## config.mk

```make
export PLATFORM = sky130hd
export DESIGN_NAME = alu_arbiter
export DESIGN_NICKNAME = d
export VERILOG_FILES = /design/src/rtl/alu_arbiter.sv
export SDC_FILE = /design/constraint.sdc
export NUM_CORES = 1
export LEC_CHECK = 0
export ABC_CLOCK_PERIOD_IN_PS = 2200
export BUFFER_PORTS_ARGS = -buffer_cell sky130_fd_sc_hd__buf_2
export CORE_MARGIN = 2
export CORE_UTILIZATION = 44
export DETAILED_ROUTE_END_ITERATION = 7
export GPL_TIMING_DRIVEN = 0
export HOLD_SLACK_MARGIN = 0.12
export PLACE_DENSITY = 0.81
export SYNTH_ARGS = -nofsm -noshare
export SYNTH_HDL_FRONTEND = slang
export SYNTH_SLANG_ARGS = --single-unit
```

## constraint.sdc

```tcl
create_clock -name clk -period 2.2 [get_ports clk]
set_input_delay 0.22 -clock clk [delete_from_list [all_inputs] [get_ports clk]]
set_output_delay 0.22 -clock clk [all_outputs]
set_load 0.05 [all_outputs]
```

## src/rtl/alu_arbiter.sv

```systemverilog
// alu_arbiter: round-robin arbiter and sequencer that shares one 16-bit
// combinational arithmetic unit among NREQ requesters.
//
// A request (operands, 4-bit select, carry-in) is accepted over a
// valid/ready handshake. The winner's payload is registered and driven onto
// the unit for one full cycle. The unit's result, carry and compare flag are
// captured and returned with the requester id over a second valid/ready
// handshake.
//
// Ports:
//   clk, rst_n                 clock (rising edge), async active-low reset
//   req_valid/req_ready[NREQ]  request handshake, ready is one-hot or zero
//   req_a/req_b[NREQ*16]       operands, requester i at [16i+15:16i]
//   req_sel[NREQ*4]            select, requester i at [4i+3:4i]
//   req_cin[NREQ]              carry-in
//   alu_a/alu_b/alu_sel/alu_cin  registered operands to the unit
//   alu_res/alu_cout/alu_cmp   unit outputs
//   rsp_valid/rsp_ready        response handshake
//   rsp_id/rsp_data/rsp_cout/rsp_cmp  captured response
//   op_count, stall_count      only with ALU_ARB_PERF_EN defined: count of
//                              response handshakes and of stalled RESP cycles
//
// Optional macro: ALU_ARB_PERF_EN (adds the two performance counters).
//
// Timing: accept in cycle 0, EXEC in cycle 1, rsp_valid in cycle 2; one
// operation per 3 cycles at best.

module alu_arbiter #(
  parameter int NREQ = 4,
  parameter int IDW  = $clog2(NREQ)
) (
  input  logic              clk,
  input  logic              rst_n,
  input  logic [NREQ-1:0]   req_valid,
  output logic [NREQ-1:0]   req_ready,
  input  logic [NREQ*16-1:0] req_a,
  input  logic [NREQ*16-1:0] req_b,
  input  logic [NREQ*4-1:0] req_sel,
  input  logic [NREQ-1:0]   req_cin,
  output logic [15:0]       alu_a,
  output logic [15:0]       alu_b,
  output logic [3:0]        alu_sel,
  output logic              alu_cin,
  input  logic [15:0]       alu_res,
  input  logic              alu_cout,
  input  logic              alu_cmp,
  output logic              rsp_valid,
  input  logic              rsp_ready,
  output logic [IDW-1:0]    rsp_id,
  output logic [15:0]       rsp_data,
  output logic              rsp_cout,
`ifdef ALU_ARB_PERF_EN
  output logic [15:0]       op_count,
  output logic [15:0]       stall_count,
`endif
  output logic              rsp_cmp
);

  typedef enum logic [1:0] {IDLE, EXEC, RESP} state_t;

  state_t state, state_nxt;

  // Packed views: element i lines up with bits [W*i+W-1:W*i] of the flat bus.
  logic [NREQ-1:0][15:0] a_arr, b_arr;
  logic [NREQ-1:0][3:0]  sel_arr;

  assign a_arr   = req_a;
  assign b_arr   = req_b;
  assign sel_arr = req_sel;

  logic [IDW-1:0] last, winner, cand;
  logic           any_vld;

  // Round-robin pick: scan last+1, last+2, ... (mod NREQ); first valid wins.
  always_comb begin
    winner  = '0;
    cand    = '0;
    any_vld = 1'b0;
    for (int k = 1; k <= NREQ; k++) begin
      cand = IDW'((int'(last) + k) % NREQ);
      if (!any_vld && req_valid[cand]) begin
        any_vld = 1'b1;
        winner  = cand;
      end
    end
  end

  wire grant = (state == IDLE) && any_vld;

  // Gated by rst_n so ready reads zero for as long as reset is held, even
  // with requests pending.
  always_comb begin
    req_ready = '0;
    if (grant && rst_n) req_ready[winner] = 1'b1;
  end

  always_comb begin
    state_nxt = state;
    unique case (state)
      IDLE:    if (any_vld) state_nxt = EXEC;
      EXEC:    state_nxt = RESP;
      RESP:    if (rsp_ready) state_nxt = IDLE;
      default: state_nxt = IDLE;
    endcase
  end

  always_ff @(posedge clk or negedge rst_n) begin
    if (!rst_n) begin
      state     <= IDLE;
      last      <= IDW'(NREQ - 1);
      alu_a     <= '0;
      alu_b     <= '0;
      alu_sel   <= '0;
      alu_cin   <= 1'b0;
      rsp_valid <= 1'b0;
      rsp_id    <= '0;
      rsp_data  <= '0;
      rsp_cout  <= 1'b0;
      rsp_cmp   <= 1'b0;
    end else begin
      state <= state_nxt;
      if (grant) begin
        alu_a   <= a_arr[winner];
        alu_b   <= b_arr[winner];
        alu_sel <= sel_arr[winner];
        alu_cin <= req_cin[winner];
        last    <= winner;
        rsp_id  <= winner;
      end
      if (state == EXEC) begin
        rsp_data  <= alu_res;
        rsp_cout  <= alu_cout;
        rsp_cmp   <= alu_cmp;
        rsp_valid <= 1'b1;
      end else if (state == RESP && rsp_ready) begin
        rsp_valid <= 1'b0;
      end
    end
  end

`ifdef ALU_ARB_PERF_EN
  // Free-running, wrap naturally at 16 bits.
  always_ff @(posedge clk or negedge rst_n) begin
    if (!rst_n) begin
      op_count    <= '0;
      stall_count <= '0;
    end else begin
      if (rsp_valid && rsp_ready)        op_count    <= op_count + 16'd1;
      if (state == RESP && !rsp_ready)   stall_count <= stall_count + 16'd1;
    end
  end
`endif

endmodule

```

# Word-level counts from Yosys, hierarchy flattened

Cells that the tools add are included.

Bits in registers: 62
Bits of input ports: 173
Output and inout bits: 62
Word-level logic and storage cells: 70

Muxes and demuxes: 32
$lt $le $gt $ge: 6
Equal/unequal tests: 4
Add/sub/neg operators: 4
Reduce and logical (&&, ||, !) cells: 13

Operators with widths:

| cell                                                                  | count |
|---|---|
| 16-bit binary-select mux with 2-bit select                            | 2 |
| 16-bit two-way mux                                                    | 2 |
| 2-bit by 3-bit < comparator with 1-bit output, second input constant  | 5 |
| 1-bit two-way mux                                                     | 12 |
| 2-bit two-way mux                                                     | 6 |
| 1-bit binary-select mux with 2-bit select                             | 5 |
| 4-bit binary-select mux with 2-bit select                             | 1 |
| 4-bit two-way mux                                                     | 2 |
| 1-bit logical AND                                                     | 7 |
| 2-bit case mux with 3 select lines                                    | 1 |
| 2-bit by 1-bit adder with 2-bit output, second input constant         | 2 |
| 2-bit adder, second input constant                                    | 2 |
| 2-bit != test, second input constant                                  | 2 |
| 1-bit zero test                                                       | 3 |
| 1-bit demux with 2-bit select                                         | 1 |
| 2-bit by 1-bit equality test with 1-bit output, second input constant | 1 |
| 2-bit equality test, second input constant                            | 1 |
| 2-bit by 1-bit >= comparator with 1-bit output, second input constant | 1 |
| 2-bit zero test                                                       | 1 |
| 2-bit AND reduction                                                   | 1 |
| 2-bit nonzero test                                                    | 1 |

# Depth between registers and ports, before layout

Word-level depth: 18
Mapped depth: 9
Depth with buffers taken out: 5

# Worst setup path before layout

Ideal clock, no wire load.

Path type: input to output
Start: input port req_valid[3]
End: output port req_ready[1]
Buffers on the path: 3
Arrival time: 2.641 ns
Stages on the path: 6
Data required time: 1.980 ns
Setup slack: -0.661 ns
Path through: buf_2 nor2_1 a211o_1 buf_2 clkbuf_1 nor4_1

Cells in the longest elaborated chain, start to end: 17
Elaborated cells on any way between the ends: 30
Classes of those cells: order compare: 2; mux: 19; reduce/logical: 9

RTL lines:

| element                                                                                                                                      | RTL line | text |
|---|---|---|
| start: declaration                                                                                                                           | 34       | `input logic [NREQ-1:0] req_valid,` |
| 1-bit binary-select mux with 2-bit select                                                                                                    | 81       | `if (!any_vld && req_valid[cand]) begin` |
| 1-bit two-way mux (not written as such)                                                                                                      | 81       |  |
| 1-bit two-way mux                                                                                                                            | 81       |  |
| 1-bit zero test                                                                                                                              | 81       |  |
| 1-bit logical AND                                                                                                                            | 81       |  |
| 1-bit two-way mux                                                                                                                            | 81       |  |
| 1-bit zero test                                                                                                                              | 81       |  |
| 1-bit logical AND                                                                                                                            | 81       |  |
| 1-bit two-way mux                                                                                                                            | 81       |  |
| 1-bit zero test                                                                                                                              | 81       |  |
| 1-bit logical AND                                                                                                                            | 81       |  |
| 2-bit two-way mux                                                                                                                            | 81       |  |
| 2-bit by 3-bit < comparator with 1-bit output (not written as such) / 2-bit by 1-bit >= comparator with 1-bit output (equally long branches) | 94       | `if (grant && rst_n) req_ready[winner] = 1'b1;` |
| 1-bit logical AND (not written as such)                                                                                                      | 94       |  |
| 1-bit two-way mux (not written as such)                                                                                                      | 94       |  |
| 1-bit demux with 2-bit select                                                                                                                | 94       |  |
| 4-bit two-way mux *                                                                                                                          | 94       |  |
| end: declaration                                                                                                                             | 35       | `output logic [NREQ-1:0] req_ready,` |

Mark *: on every way between the ends. The rest lies on a longest branch, timed or not. The select of a mux whose other input is x is not followed.

# Worst setup path in the final report

Start: register state[1]
End: output port req_ready[2]

Cells in the longest elaborated chain, start to end: 4

RTL lines:

| element                  | RTL line | text |
|---|---|---|
| start: declaration       | 61       | `state_t state, state_nxt;` |
| start signal: assignment | 121      | `state <= state_nxt;` |
| 2-bit zero test          | 88       | `wire grant = (state == IDLE) && any_vld;` |
| 1-bit logical AND        | 88       |  |
| 1-bit logical AND        | 94       |  |
| 4-bit two-way mux        | 94       |  |

Every way passes these cells.

==> run metrics <==
unrepaired setup endpoints after global routing=yes; slowest CP cell=dfrtp_1; Overall Global Routing Usage=27.5%; DR pass1 iterations=5; share of Yosys cell area claimed by the top area cell type=38.1%; GRT met1 Usage=32.5%; DP HPWL=10.1 mm; Least-Margin Pin Slew=825 ps; placed cells=777; outcome=finished, violations left; initial antenna violation count=0; I/O Buffers=232; Post-Route Setup TNS=0 ps; DR iter-0 viols=167; Flop pwr share=23.0%; # H-tree levels=3; Worst R2R Start=last[0]$_DFFE_PN1P_; post-layout min period=2130 ps; register area share after synthesis=39.4%; via count of the first global-routing pass=4,439; static leakage=2.93 nW; core footprint=8720 um2; DR vias=4,431; Gate Count Post-Synth=437; CTS Buffer Depth=2; Clock power frac=11.7%; CTS root buf=clkbuf_8; Max Slew Vio Count=0; Synth Register Bits=62; most used cell, CP=buf_6; Ys Warns=0; number of flops mapped to enable cells by yosys=0; clk sinks=62; failing checks=negative hold slack; Max-Cap Viols=0; critical path startpoint category=flip-flop; Period Utilization, post-route=96.7%; async set-reset flop share out of synthesis=100%; share of cells above drive strength 1=43.5%; DP Area=5260 um2; DRC=0; Clk Latency, worst-skew pair=350 ps; Final Hold Vio Count=53; TritonCTS clock tree=done; Nets=872; Antenna Nets Post-Route=0; Avg Cell Area, Syn=9.02 um2; Setup violations, final=0; Post-Synthesis Net Count=610; DR WL/cell=16.8 um; final wirelength=13.7 mm; Max Clk Rate=470 MHz; Hold Crit Class=in -> async; Area contributors post-synth=dfrtp_1 38%, mux2i_1 9.4%, mux2_2 5.1%; Inserted Diodes=0; Worst Clk Skew=12.0 ps; PwrDens=1600 nW/um2; combinational share of power=65.3%; die width=98.6 um; area leader, netlist=dfrtp_1; CP required=1980 ps; Initial Util=45.2%; Sw Ratio=53.1%; Worst path max stage delay=390 ps; Die ar.=9730 um2; total net switching power=0.00487 W; r2r endpoint=alu_b[10]$_DFFE_PN0P_; Max FO, Critical Path=19; area delta synth->final=45.7%; post-route design area=5740 um2; met3 usage=5.39%; Finished Core Util=65.8%; crit path capture=req_ready[2]; grt met2 use=49.6%; post-synth design cell area=3940 um2; Post-synth top flop=dfrtp_1; DR vias/cell=5.46; critical path class=reg -> out; Congestion Overflow GR=0; Critical Path End Type=primary output; Netlist cell types=33; worst hold slack=-42.1 ps; Internal=0.00430 W; Rel. slew slack=45.0%; CP startpoint=state[1]$_DFFE_PN0P_; Post-CTS Hold Buffers=17; Final GP Congestion=0.894; Non-Filler Instances=812; GRT busiest layer=met2; Worst VDD drop=0.879 mV; Worst EP arrival=1910 ps; first-pass GRT wire length=21.4 mm; io pins=235; Register-to-Register Path Depth=6; clock-pin slew on the worst setup and hold paths=80 ps; CP Cell Sequence=a211o_1 -> buf_4 -> inv_1 -> buf_6 -> and3_1 -> buf_6; largest net degree at the start of global routing=65; die height=98.6 um; CTS Buf Count=9; worst reg2reg setup slack=140 ps; Rows=34
==> worst min-delay path by stage <==
| stage | to | startpoint | depth (start not counted) | slack (ps) |
|---|---|---|---|---|
| 6_report | alu_sel[0]$_DFFE_PN0P_ | rst_n | 1 | -40 |
| 5_1_grt | alu_sel[0]$_DFFE_PN0P_ | rst_n | 1 | 30 |
| 4_1_cts | alu_sel[0]$_DFFE_PN0P_ | rst_n | 1 | -7 |
| 3_5_place_dp | alu_sel[0]$_DFFE_PN0P_ | rst_n | 1 | 370 |
| 3_3_place_gp | rsp_data[0]$_DFFE_PN0P_ | alu_res[0] | 2 | 450 |
| 2_1_floorplan | alu_a[0]$_DFFE_PN0P_ | rst_n | 0 | -80 |
==> routing by layer <==
metal,part of all wire [%],vias to the layer above
met1,38,2072
li1,-,2114
met4,2.4,0
met3,6.9,31
met5,0,-
met2,53,214
==> state kept, by name, summed over array words and instances, names as in the netlist <==
name       count
state          2
rsp_cmp        1
alu_a         16
alu_sel        4
rsp_id         2
last           2
rsp_cout       1
rsp_valid      1
alu_cin        1
rsp_data      16
alu_b         16
==> through the flow <==
| step | total power [W] | hold slack [ps] | setup WS (ps) |
|---|---|---|---|
| floorplan | 0.00643 | -75.6 | -110 |
| global placement | 0.00775 | 453 | -339 |
| detailed placement | 0.00791 | 374 | -13.2 |
| CTS | 0.00908 | -7.05 | 24.7 |
| global route | 0.00969 | 28.9 | -24.7 |
| finish | 0.00917 | -42.1 | 73.6 |
==> worst max-delay path, delay by kind of cell (launching register included) <==
family | cells | cell delay, ps
buffers and inverters | 4 | 650
flip-flops | 1 | 390
AO/OA/AOI/OAI | 1 | 330
AND/OR/NAND/NOR | 1 | 190
==> power groups by stage <==
stage | logic [W] | registers, W | clock network, W
finish | 0.00599 | 0.00211 | 0.00107
CTS | 0.00588 | 0.00210 | 0.00110
global route | 0.00639 | 0.00217 | 0.00113
detailed placement | 0.00582 | 0.00209 | 0
floorplan | 0.00253 | 0.00390 | 0
global placement | 0.00569 | 0.00206 | 0
==> cell usage in the layout, fill, tap and decap left out, types with 2 or more instances in the layout <==
master	n
nor2b_1	2
nor2_1	42
o41ai_1	21
o22ai_1	17
inv_1	26
dfstp_2	2
nor4_2	2
and3_1	22
dfrtp_1	60
mux2i_1	37
nand2b_1	25
clkbuf_2	3
nand2_1	26
buf_4	12
buf_2	234
nor3b_1	22
buf_6	8
o21ai_1	19
a21oi_1	7
a221oi_1	16
clkinv_4	2
clkbuf_1	9
dlygate4sd3_1	17
o21ai_0	23
mux2_2	18
clkbuf_8	11
==> cells by family (layout without fill, tap and decap cells) <==
kind of cell / after synthesis / after routing / share of synthesized area [%]
AOI/OAI and AO/OA: 111 / 111 / 18.9
buffers and inverters: 62 / 329 / 7.46
DFF: 62 / 62 / 39.4
muxes: 55 / 55 / 14.5
and+or+nand+nor: 147 / 147 / 19.7
==> timing repair <==
item                                    CTS  global route
resized for setup                        17             9
endpoints found under the hold margin    77            60
endpoints found under the setup margin    5            16
pin swaps                                 1             2
setup buffers                             1             4
==> synth_stat cells (3+ instances only) <==
cell type  instances
a221oi_1          16
nor2_1            43
mux2i_1           37
a21oi_1            8
buf_6              3
and3_1            22
inv_1             26
o41ai_1           21
nor3b_1           22
mux2_2            18
nand2b_1          26
buf_2             10
nand2_1           26
clkbuf_1          15
buf_4              7
o22ai_1           17
o21ai_0           23
o21ai_1           19
dfrtp_1           60
==> layout make-up <==
type,instances,area (um2)
flip-flops and latches,62,1550
multi-input cells,313,2130
clock inverters,6,68.8
plain buffers,33,214
inverters,26,97.6
well taps,108,135
fillers,750,2980
repair buffers,254,1400
clock buffers,10,138
Power figures use the tool's default switching activity.
